==> src/rtl/imem_arbiter_pkg.sv <==
// Shared types for the instruction-memory arbiter.
// Ownership states of the single-port instruction SRAM.
package imem_arbiter_pkg;

    typedef enum logic [2:0] {
        ARB_BOOT,
        ARB_RUN,
        ARB_DRAIN,
        ARB_LOAD,
        ARB_RELEASE
    } imem_arb_state_t;

endpackage

==> src/rtl/imem_arbiter.sv <==
// Shares the instruction SRAM between fetch and the loader/debug port,
// stalling and draining the pipeline around every loader ownership period.
module imem_arbiter
    import imem_arbiter_pkg::*;
#(
    parameter int ADDR_W       = 10,
    parameter int DRAIN_CYCLES = 2,
    parameter int MAX_BURST    = 16,
    parameter int BOOT_LOAD    = 1
) (
    input  logic              CLK,
    input  logic              RST,
    input  logic [31:0]       fetch_pc,
    input  logic              fetch_en,
    output logic              fsm_sel,
    output logic              fetch_stall,
    output logic              fetch_misalign,
    input  logic              ldr_req,
    input  logic              ldr_we,
    input  logic [ADDR_W-1:0] ldr_addr,
    input  logic [31:0]       ldr_wdata,
    input  logic              ldr_done,
    output logic              ldr_gnt,
    output logic              ldr_rvalid,
    output logic [31:0]       ldr_rdata,
    output logic              mem_csn,
    output logic              mem_wen,
    output logic [ADDR_W-1:0] mem_addr,
    output logic [31:0]       mem_din,
    input  logic [31:0]       mem_dout
);

    localparam logic [3:0] DRAIN_INIT = 4'(DRAIN_CYCLES - 1);
    localparam logic [7:0] BURST_LAST = 8'(MAX_BURST - 1);
    localparam imem_arb_state_t RESET_STATE =
        (BOOT_LOAD != 0) ? ARB_BOOT : ARB_RELEASE;

    imem_arb_state_t state, state_nxt;
    logic [3:0]      drain_cnt, drain_nxt;
    logic [7:0]      burst_cnt, burst_nxt;
    logic            run_first;
    logic [ADDR_W-1:0] fetch_addr;
    logic            unused_pc;

    assign fetch_addr = fetch_pc[ADDR_W+1:2];
    assign unused_pc  = ^fetch_pc[31:ADDR_W+2];

    always_ff @(posedge CLK or posedge RST) begin
        if (RST) begin
            state      <= RESET_STATE;
            drain_cnt  <= '0;
            burst_cnt  <= '0;
            run_first  <= 1'b0;
            ldr_rvalid <= 1'b0;
        end else begin
            state      <= state_nxt;
            drain_cnt  <= drain_nxt;
            burst_cnt  <= burst_nxt;
            run_first  <= (state == ARB_RELEASE);
            ldr_rvalid <= ldr_gnt & ~ldr_we;
        end
    end

    always_comb begin
        state_nxt   = state;
        drain_nxt   = drain_cnt;
        burst_nxt   = burst_cnt;
        fsm_sel     = 1'b1;
        fetch_stall = 1'b1;
        ldr_gnt     = 1'b0;
        mem_csn     = 1'b1;
        mem_wen     = 1'b1;
        mem_addr    = '0;
        mem_din     = '0;
        case (state)
            ARB_BOOT, ARB_LOAD: begin
                ldr_gnt  = ldr_req;
                mem_csn  = ~ldr_req;
                mem_wen  = ~(ldr_req & ldr_we);
                mem_addr = ldr_addr;
                mem_din  = ldr_wdata;
                if (state == ARB_LOAD && ldr_req) begin
                    burst_nxt = burst_cnt + 8'd1;
                    if (burst_cnt == BURST_LAST)
                        state_nxt = ARB_RELEASE;
                end
                if (ldr_done)
                    state_nxt = ARB_RELEASE;
            end
            ARB_RUN: begin
                fsm_sel     = 1'b0;
                fetch_stall = 1'b0;
                mem_csn     = ~fetch_en;
                mem_addr    = fetch_addr;
                if (!run_first && ldr_req) begin
                    state_nxt = ARB_DRAIN;
                    drain_nxt = DRAIN_INIT;
                end
            end
            ARB_DRAIN: begin
                if (drain_cnt == 4'd0) begin
                    state_nxt = ARB_LOAD;
                    burst_nxt = '0;
                end else begin
                    drain_nxt = drain_cnt - 4'd1;
                end
            end
            ARB_RELEASE: begin
                // re-read the held PC so RUN presents it without a skip
                mem_csn   = 1'b0;
                mem_addr  = fetch_addr;
                state_nxt = ARB_RUN;
            end
            default: state_nxt = RESET_STATE;
        endcase
        if (RST) begin
            fsm_sel     = 1'b1;
            fetch_stall = 1'b1;
            ldr_gnt     = 1'b0;
            mem_csn     = 1'b1;
            mem_wen     = 1'b1;
            mem_addr    = '0;
            mem_din     = '0;
        end
    end

    assign fetch_misalign = (state == ARB_RUN) & fetch_en & (|fetch_pc[1:0]);
    assign ldr_rdata      = mem_dout;

endmodule

==> config.mk <==
export PLATFORM = sky130hd
export DESIGN_NAME = imem_arbiter
export DESIGN_NICKNAME = d
export VERILOG_FILES = /design/src/rtl/imem_arbiter_pkg.sv /design/src/rtl/imem_arbiter.sv
export SDC_FILE = /design/constraint.sdc
export NUM_CORES = 1
export LEC_CHECK = 0
export ABC_AREA = 1
export BUFFER_PORTS_ARGS = -buffer_cell sky130_fd_sc_hd__buf_2
export CAP_MARGIN = 20
export CORE_AREA = 2 2 74 76
export DETAILED_ROUTE_END_ITERATION = 8
export DIE_AREA = 0 0 76 78
export PLACE_DENSITY = 0.8
export SETUP_SLACK_MARGIN = 0.3
export SLEW_MARGIN = 20
export SYNTH_ARGS = -nofsm -noshare
export SYNTH_HDL_FRONTEND = slang
export SYNTH_SLANG_ARGS = --single-unit
==> constraint.sdc <==
create_clock -name CLK -period 1.6 [get_ports CLK]
set_input_delay 0.16 -clock CLK [delete_from_list [all_inputs] [get_ports CLK]]
set_output_delay 0.16 -clock CLK [all_outputs]
set_load 0.05 [all_outputs]
# == After elaboration in Yosys (flattened, before gate mapping) ==
# Cells that the tools add are included.
# word_totals
wordCells,63
input_bits,112
out_inout_bits,81
n_memories,0
rom_bits,0
reg_bits,17
ramBits,0
latchBits,0
# classes
addsub,2
muxes,24
magnitude_cmp,0
bitwise,8
multipliers,0
div_mod_pow,0
shift,0
reduce_logical,13
eq_ne,11
# ops
cell,n
$mux W32,2
$pmux W10 S2,1
$mux W8,2
$pmux W8 S2,1
$mux W3,5
$pmux W3 S4,1
$mux W10,1
$add A8 B1 Y8 const B,1
$eq A8 B4 Y1 const B,1
$mux W4,2
$ne A2 B2 Y1 const B,4
$pmux W4 S2,1
$mux W1,7
$eq A3 B2 Y1 const B,2
$ne A3 B3 Y1 const B,2
$reduce_and A3 Y1,2
$reduce_or A2 Y1,3
$and A1 B1 Y1,4
$logic_not A4 Y1,1
$not A1 Y1,4
$reduce_and A4 Y1,1
$reduce_bool A2 Y1,2
$sub A4 B1 Y4 const B,1
$eq A3 B1 Y1 const B,1
5 further kinds,6

# == Depth between registers and ports, before layout ==
# Gate-level depths: netlist (run 1).
# logic_depth
word_depth,5
depth_mapped,9
mapped_depth_nobuf,9

# == Worst setup path before layout (run 1) ==
# Ideal clock, no wire load.
# synth_timing
kind,reg2out
start,reg state[0]
end,out mem_wen
stages_incl_launch_ff,9
arrival_ns,2.092
t_required_ns,1.440
path_slack_ns,-0.652
path_cell_list,dfrtp_1 -> buf_6 -> inv_2 -> nand2_2 -> nand3_2 -> inv_2 -> nand2_4 -> nor2_1 -> nand2_1
# synth_via
elab_chain_len,4
# synth_lines
item,line_no,text
start: declaration,imem_arbiter.sv:38,"imem_arb_state_t state, state_nxt;"
start signal: assignment,imem_arbiter.sv:56,state <= state_nxt;
$eq A3 B2 Y1 / $logic_not A3 Y1 (equally long branches),imem_arbiter.sv:75,case (state)
$reduce_or A2 Y1 (*),imem_arbiter.sv:75,
$mux W1 (*),imem_arbiter.sv:75,
$mux W1 (*),imem_arbiter.sv:116,if (RST) begin
end: declaration,imem_arbiter.sv:27,"output logic mem_wen,"
# Every way passes the cells marked *; elsewhere a longest branch is shown, timed or not.

# == Worst setup path in the final report (run 1) ==
# layout_timing
start,reg state[1]
end,out mem_din[16]
# layout_via
elab_chain_len,4
# layout_lines
item,line_no,text
$eq A3 B2 Y1 / $logic_not A3 Y1 (equally long branches),imem_arbiter.sv:75,
$reduce_or A2 Y1 (*),imem_arbiter.sv:75,
$mux W32 (*),imem_arbiter.sv:75,
$mux W32 (*),imem_arbiter.sv:116,
end: declaration,imem_arbiter.sv:29,"output logic [31:0] mem_din,"
# Marked as above.

==> results of run 1 <==
-- cell type report --
type / count / area [sq um] / share of cell area [%]
Multi-Input combinational cell: 172 / 1470 / 42.2
Timing Repair Buffer: 136 / 1240 / 35.7
Sequential cell: 17 / 428 / 12.3
Inverter: 51 / 206 / 5.93
Tap cell: 70 / 87.6 / 2.51
Clock buffer: 3 / 41.3 / 1.19
Clock inverter: 1 / 5.00 / 0.144
-- repair_timing --
item,CTS,global route
gates cloned,3,4
setup buffers,3,8
pin swaps,6,24
setup endpoints to repair,64,64
resized for setup,124,64
-- cell usage in the layout (no fill, tap or decap), types with 2 or more instances in the layout --
cell / instances
nand4_1: 3
a21oi_4: 10
dfrtp_2: 2
buf_8: 8
nand3_1: 8
nor2_4: 38
inv_1: 43
xor2_1: 3
nor2_1: 10
nand3_4: 3
buf_4: 15
dfrtp_1: 15
buf_6: 44
o21bai_1: 3
buf_12: 3
o21ai_1: 5
nor2_2: 4
clkbuf_16: 4
nand2_4: 20
nand2_1: 31
a21oi_2: 2
o21ai_2: 3
o21ai_0: 3
inv_2: 4
inv_4: 3
nand2_2: 18
buf_2: 60
buf_16: 2
clkbuf_8: 3
-- cell usage after synthesis, types with 3 or more instances --
| library cell | number | area, sq um |
|---|---|---|
| xor2_1 | 3 | 26.3 |
| inv_1 | 46 | 173 |
| o21bai_1 | 3 | 22.5 |
| buf_4 | 33 | 248 |
| nand4_1 | 3 | 18.8 |
| nand2_4 | 3 | 33.8 |
| o21ai_1 | 5 | 25.0 |
| a21oi_1 | 11 | 55.1 |
| nand2_1 | 63 | 236 |
| inv_2 | 5 | 18.8 |
| nor2_2 | 6 | 37.5 |
| dfrtp_1 | 17 | 425 |
| nand3_1 | 10 | 50.1 |
| o21ai_0 | 5 | 25.0 |
| nor2_1 | 45 | 169 |
| buf_6 | 5 | 56.3 |
-- metrics by stage --
step | worst slack, ps | util, % | TNS (ps)
floorplan | 57.5 | - | 0
global placement | -2.22 | 51.0 | -6.23
detailed placement | -21.8 | 51.0 | -235
CTS | -111 | 60.9 | -3780
global route | -276 | 69.1 | -10490
finish | -228 | 69.1 | -8310
-- where the power goes --
part | total (mW) | switching (mW) | internal (mW)
Combinational | 5.06 | 3.07 | 2.00
Clock | 0.340 | 0.167 | 0.173
Sequential | 0.681 | 0.135 | 0.546
Total | 6.09 | 3.37 | 2.72
-- state kept, by name, summed over array words and instances (netlist names) --
name and count:
drain_cnt 4, burst_cnt 8, ldr_rvalid 1, run_first 1, state 3
-- worst min path at each step --
stage	start	to	slack (ps)	cells past startpoint
finish	RST	state[2]	110	3
global route	ldr_we	ldr_rvalid	120	2
CTS	RST	state[2]	100	3
detailed placement	mem_dout[13]	ldr_rdata[13]	320	0
global placement	mem_dout[13]	ldr_rdata[13]	320	0
floorplan	RST	burst_cnt[0]	170	1
-- kinds of logic (layout without fill, tap and decap cells) --
group                      after synthesis  count (layout)
buffers and inverters                   90             191
DFF                                     17              17
adders and majority gates                2               2
and+or+nand+nor                        137             139
xor gates and xnor gates                 3               3
AOI/OAI and AO/OA                       28              28
-- critical path, stage by stage (launching register included) --
cell and delay [ps]:
dfrtp_2 460, inv_4 80, nand2_4 80, nand3_4 110
inv_8 100, nand2_8 110, clkbuf_16 200, nor2_4 100
buf_6 170
-- per-layer routing --
metal | share of wire (%) | global-route usage, % | routed length, um | up-vias
met5 | 0 | 0 | 0 | -
met4 | 3.8 | 10.2 | 293 | 0
met3 | 5.6 | 3.49 | 431 | 29
met2 | 57 | 35.8 | 4370 | 129
met1 | 33 | 20.5 | 2550 | 1040
li1 | - | - | - | 1009
==> out/metrics.cfg, run 1 <==
[detailed_routing]
route.detailed.drc=0
drt_wl_total_um=7640
wl_per_cell_um=17.0
drt.antenna.violating_nets=0
routed-via-count=2207
first_pass_iters=4
via_per_inst=4.90
drt-initial-drc-count=139

[power_and_ir_drop]
power_leakage_nw=1.72
powerDensity_nw_per_um2=1750
power_mw=6.09
ir_worst_vdd_mv=0.969

[sta]
slew_violations=0
period_share_pct=114
hold_viol=0
fin_ws_ps=-228
max_slew_margin_pct=77.9
layout_min_cycle_time_ps=1830
holdWs_ps=107
worstMarginPinSlew_ps=327
rsz0062_at_grt=yes
setup_viol=48
clock.fmax_mhz=547
worst_clock_skew_ps=14.0

[global_route]
grt-ovfl-total=0
antenna_found_initial=0
grt_usage_pct=19.1
grt_pass1_vias=2111
grt_pass1_wl_um=9390
grt_max_degree=19

[clock_network]
cts_tree=yes
cts_buffers=3
htreeDepth=1
root_buffer=clkbuf_8
clk_path_buf_depth=2
cts_hold_buf=0
insertion_delay_ps=260
cts.sinks=17
clkSlewWorstSetupHoldPaths_ps=80

[floorplanning]
die_h_um=78
io_pins=193
die-area_sq_um=5930
fp.coreArea_sq_um=5040
start_util_pct=34.7
rows=26
die_w_um=76

[final_layout]
n_antenna_cell=0
drive_gt1_share_pct=66.8
fillers=320
synthToLayoutAreaGrowth_pct=98.9
fin_area_sq_um=3480
fin_nets=495
fin_cells=450

[placed_design]
place_area_sq_um=2570
gp_congestion=0.862
dp_cells=428
dp_hpwl_um=4240
port_buffers=108

[setup_path]
crit_type=flip-flop to primary output
crit_path_max_fanout=7
crit_start=state[1]
cp-endpoint=mem_din[16]
reg2reg_to=burst_cnt[4]
reg2reg_depth=9
crit_path_end_kind=primary output
r2r_start=state[0]
cp.arrival_ps=1670
r2r_slack_ps=50
crit_path_start_kind=flip-flop
cp.required_ps=1440

[yosys]
syn-num-nets=391
synth_xor_area_share_pct=1.50
seq_area_frac_synth_pct=24.3
yosys.area_share.simple_pct=35.1
synth_warnings=0
synth_top_family_by_area=simple AND/OR/NAND/NOR gates
synth_seq_cells=17
postSynthAreaPerCell_sq_um=6.32
syn_area_sq_um=1750
synth-compound-area-share_pct=9.21
ys_async_sr_fraction_pct=100
synth-main-ff-cell=dfrtp_1
muxShareOfSynthArea_pct=0
syn_inst=277
synth-edff-count=0
synth.distinct_cells=27
synthAdderAreaFrac_pct=1.43

[run]
cap_violations=0

[hold_path]
holdCritPathClass=primary input to asynchronous set/reset pin

[outcome]
violations=setup timing
outcome=complete, but fails checks

Power figures use the tool's default switching activity.
==> run 2: changes to the inputs <==
--- a/config.mk
+++ b/config.mk
@@ -5,14 +5,13 @@
 export SDC_FILE = /design/constraint.sdc
 export NUM_CORES = 1
 export LEC_CHECK = 0
-export ABC_AREA = 1
+export ABC_AREA = 0
 export BUFFER_PORTS_ARGS = -buffer_cell sky130_fd_sc_hd__buf_2
 export CAP_MARGIN = 20
-export CORE_AREA = 2 2 74 76
+export CORE_AREA = 2 2 76 78
 export DETAILED_ROUTE_END_ITERATION = 8
-export DIE_AREA = 0 0 76 78
-export PLACE_DENSITY = 0.8
-export SETUP_SLACK_MARGIN = 0.3
+export DIE_AREA = 0 0 78 80
+export PLACE_DENSITY = 0.78
 export SLEW_MARGIN = 20
 export SYNTH_ARGS = -nofsm -noshare
 export SYNTH_HDL_FRONTEND = slang
==> run 2 against run 1 <==
Compared with the run above:
- the run still ends with setup timing left
- synthesized area increased by 4.6%
- register-to-register slack about the same
- die area grew 5.3%
- sequential share of layout area grew 1.5 points
- critical endpoint is now mem_din[7]
- via count shrank 8.8%
- critical path depth decreased by 2
- largest cell class unchanged
- fmax up 0.95%
==> out/metrics.cfg, run 2 <==
[floorplanning]
fp.coreArea_sq_um=5410  ; was 5040 sq um
start_util_pct=33.9  ; was 34.7%
die_w_um=78  ; was 76 um
die-area_sq_um=6240  ; was 5930 sq um
rows=27  ; was 26
die_h_um=80  ; was 78 um
io_pins=193  ; unchanged

[final_layout]
multi_input_area_sq_um=1290  ; was 1470 sq um
biggestRegsByFlops=burst_cnt: 8 flops, drain_cnt: 4 flops, state: 3 flops  ; unchanged
synthToLayoutAreaGrowth_pct=69.2  ; was 98.9%
drive_gt1_share_pct=57.7  ; was 66.8%
post-route-util_pct=57.3  ; was 69.1%
final_common_cell=buf_2  ; unchanged
n_antenna_cell=0  ; unchanged
seq_area_sq_um=428  ; unchanged
fillers=452  ; was 320
layout_common_cells=60 x buf_2, 40 x buf_6, 21 x buf_4  ; was 60 x buf_2, 44 x buf_6, 43 x inv_1
top_register=burst_cnt  ; unchanged
fin_nets=446  ; was 495
largest_reg_flops=8  ; unchanged

[clock_network]
htreeDepth=1  ; unchanged
cts_tree=yes  ; unchanged
cts_buffers=3  ; unchanged
root_buffer=clkbuf_8  ; unchanged
cts.sinks=17  ; unchanged
insertion_delay_ps=260  ; about the same
clk_path_buf_depth=2  ; unchanged
cts_hold_buf=0  ; unchanged
clkSlewWorstSetupHoldPaths_ps=70  ; was 80 ps

[detailed_routing]
via_per_inst=5.00  ; was 4.90
drt_wl_total_um=6110  ; was 7640 um
route.detailed.drc=0  ; unchanged
wl_per_cell_um=15.2  ; was 17.0 um
routed-via-count=2013  ; was 2207
drt.antenna.violating_nets=0  ; unchanged
first_pass_iters=4  ; unchanged
drt-initial-drc-count=63  ; was 139

[yosys]
yosys-top-cells-area=dfrtp_1 23%, buf_4 14%, and2_1 12%  ; was dfrtp_1 24%, buf_4 14%, nand2_1 13%
synth_xor_area_share_pct=0.478  ; was 1.50%
synth_seq_cells=17  ; unchanged
synth-edff-count=0  ; unchanged
ys_async_sr_fraction_pct=100  ; unchanged
muxShareOfSynthArea_pct=8.74  ; was 0%
synth-compound-area-share_pct=15.8  ; was 9.21%
yosys.area_share.simple_pct=31.9  ; was 35.1%
syn-num-nets=345  ; was 391
synth_top_area_share_pct=23.2  ; was 24.3%
synth_warnings=0  ; unchanged
synthAdderAreaFrac_pct=1.37  ; was 1.43%
postSynthAreaPerCell_sq_um=7.93  ; was 6.32 sq um
synth_top_family_by_area=simple AND/OR/NAND/NOR gates  ; unchanged
yosysTopAreaCell=dfrtp_1  ; unchanged
syn_area_sq_um=1830  ; was 1750 sq um
synth_common_cells=34 x and2_1, 34 x buf_4, 23 x a21oi_1  ; was 63 x nand2_1, 46 x inv_1, 45 x nor2_1
synth-main-ff-cell=dfrtp_1  ; unchanged
synth.distinct_cells=44  ; was 27
syn_inst=231  ; was 277
seq_area_frac_synth_pct=23.2  ; was 24.3%

[outcome]
outcome=complete, but fails checks  ; unchanged
violations=setup timing  ; unchanged

[sta]
fin_ws_ps=-210  ; was -228 ps
holdWs_ps=69.0  ; was 107 ps
rsz0062_at_grt=yes  ; unchanged
layout_min_cycle_time_ps=1810  ; was 1830 ps
worst_clock_skew_ps=2.94  ; was 14.0 ps
worstMarginPinSlew_ps=346  ; was 327 ps
slew_violations=0  ; unchanged
max_slew_margin_pct=76.7  ; was 77.9%
setup_viol=48  ; unchanged
clock.fmax_mhz=552  ; was 547 MHz
hold_viol=0  ; unchanged
period_share_pct=113  ; was 114%

[global_route]
grt_pass1_wl_um=9200  ; was 9390 um
grt_pass1_vias=1993  ; was 2111
grt-ovfl-total=0  ; unchanged
grt_usage_pct=18.4  ; was 19.1%
antenna_found_initial=0  ; unchanged
grt_max_degree=18  ; was 19

[placed_design]
port_buffers=108  ; unchanged
dp_hpwl_um=4060  ; was 4240 um
gp_congestion=0.741  ; was 0.862

[power_and_ir_drop]
p_comb_share_pct=80.7  ; was 83.2%
p_seq_share_pct=13.6  ; was 11.2%
internal_power_mw=2.94  ; was 2.72 mW
power_leakage_nw=1.44  ; was 1.72 nW
ir_worst_vdd_mv=1.14  ; was 0.969 mV
power_frac_clock_pct=5.7  ; was 5.6%
power_switching_mw=3.02  ; was 3.37 mW
swShare_pct=50.6  ; was 55.3%
powerDensity_nw_per_um2=1920  ; was 1750 nW/um^2

[setup_path]
cp.arrival_ps=1650  ; was 1670 ps
cp.required_ps=1440  ; about the same
crit_path_max_fanout=10  ; was 7
crit_path_start_kind=flip-flop  ; unchanged
r2r_slack_ps=40  ; was 50 ps
crit_type=flip-flop to primary output  ; unchanged
crit_path_end_kind=primary output  ; unchanged

[run]
cap_violations=0  ; unchanged

[hold_path]
holdCritPathClass=primary input to flip-flop  ; was primary input to asynchronous set/reset pin

[run 2: cell count changes after synthesis, moves of 6 or more]
cell / previous run / this run
mux2i_1: 0 / 16
inv_1: 46 / 4
nand3_1: 10 / 1
nand2_1: 63 / 12
a21oi_1: 11 / 23
buf_2: 0 / 6
and2_1: 0 / 34
nor2_2: 6 / 0
nor2_1: 45 / 19
nand3b_1: 0 / 10
[run 2: layout make-up]
class | instances | area share, %
Multi-Input combinational cell | 164 | 41.5
Timing Repair Buffer | 141 | 39.6
Sequential cell | 17 | 13.8
Tap cell | 72 | 2.91
Clock buffer | 3 | 1.33
Inverter | 5 | 0.606
Clock inverter | 1 | 0.161
[run 2: per-layer routing]
metal  wire length (um)  GRT usage, %  up-vias
met5                  0             0        -
met4                181          9.12        0
met3                396          3.05       15
met2               3240          34.5       91
met1               2300          19.9      944
li1                   -             -      963
[run 2: worst max-delay path, stage by stage (launching register included)]
cell	delay, ps
dfrtp_2	440
xor2_1	170
nor3_2	180
buf_6	180
buf_12	120
and2_1	140
buf_6	160
[run 2: through the flow]
stage	TNS (ps)	setup WS, ps	power [mW]	cell area [sq um]	cells
after global placement	-0.468	-0.468	4.34	2410	384
final	-7470	-210	5.96	3100	403
after detailed placement	-78.7	-11.9	4.41	2410	384
after CTS	-6380	-200	5.61	2930	396
after floorplan	-37.6	-37.6	3.77	1950	231
after global routing	-11730	-295	6.29	3100	403
[run 2: kinds of logic after synthesis]
kind of cell    Yosys count
compound gates           47
xor+xnor                  1
fa+ha+maj                 2
buf+inv                  50
flops                    17
mux                      16
simple gates             98
[run 2: what timing repair did]
action / CTS / global route
endpoints found under the setup margin: 48 / 53
pin swaps: 3 / 3
gates cloned: 2 / 0
hold endpoints to repair: 0 / 0
resized for setup: 131 / 24
setup buffers: 6 / 7
[run 2: power by group through the flow]
stage	sequential, mW	clock, mW	combinational (mW)
global placement	0.803	0	3.54
detailed placement	0.810	0	3.60
CTS	0.805	0.345	4.46
finish	0.813	0.338	4.81
global route	0.848	0.357	5.09
floorplan	0.776	0	2.99
[run 2: final timing paths]
path                       cells after the start          from      endpoint
min                                            2        ldr_we    ldr_rvalid
max                                            6      state[1]    mem_din[7]
min reg2reg                                    1  burst_cnt[7]  burst_cnt[7]
max in group asynchronous                      4           RST      state[1]
max reg2reg                                    6      state[1]  burst_cnt[6]
min in group asynchronous                      4           RST     run_first
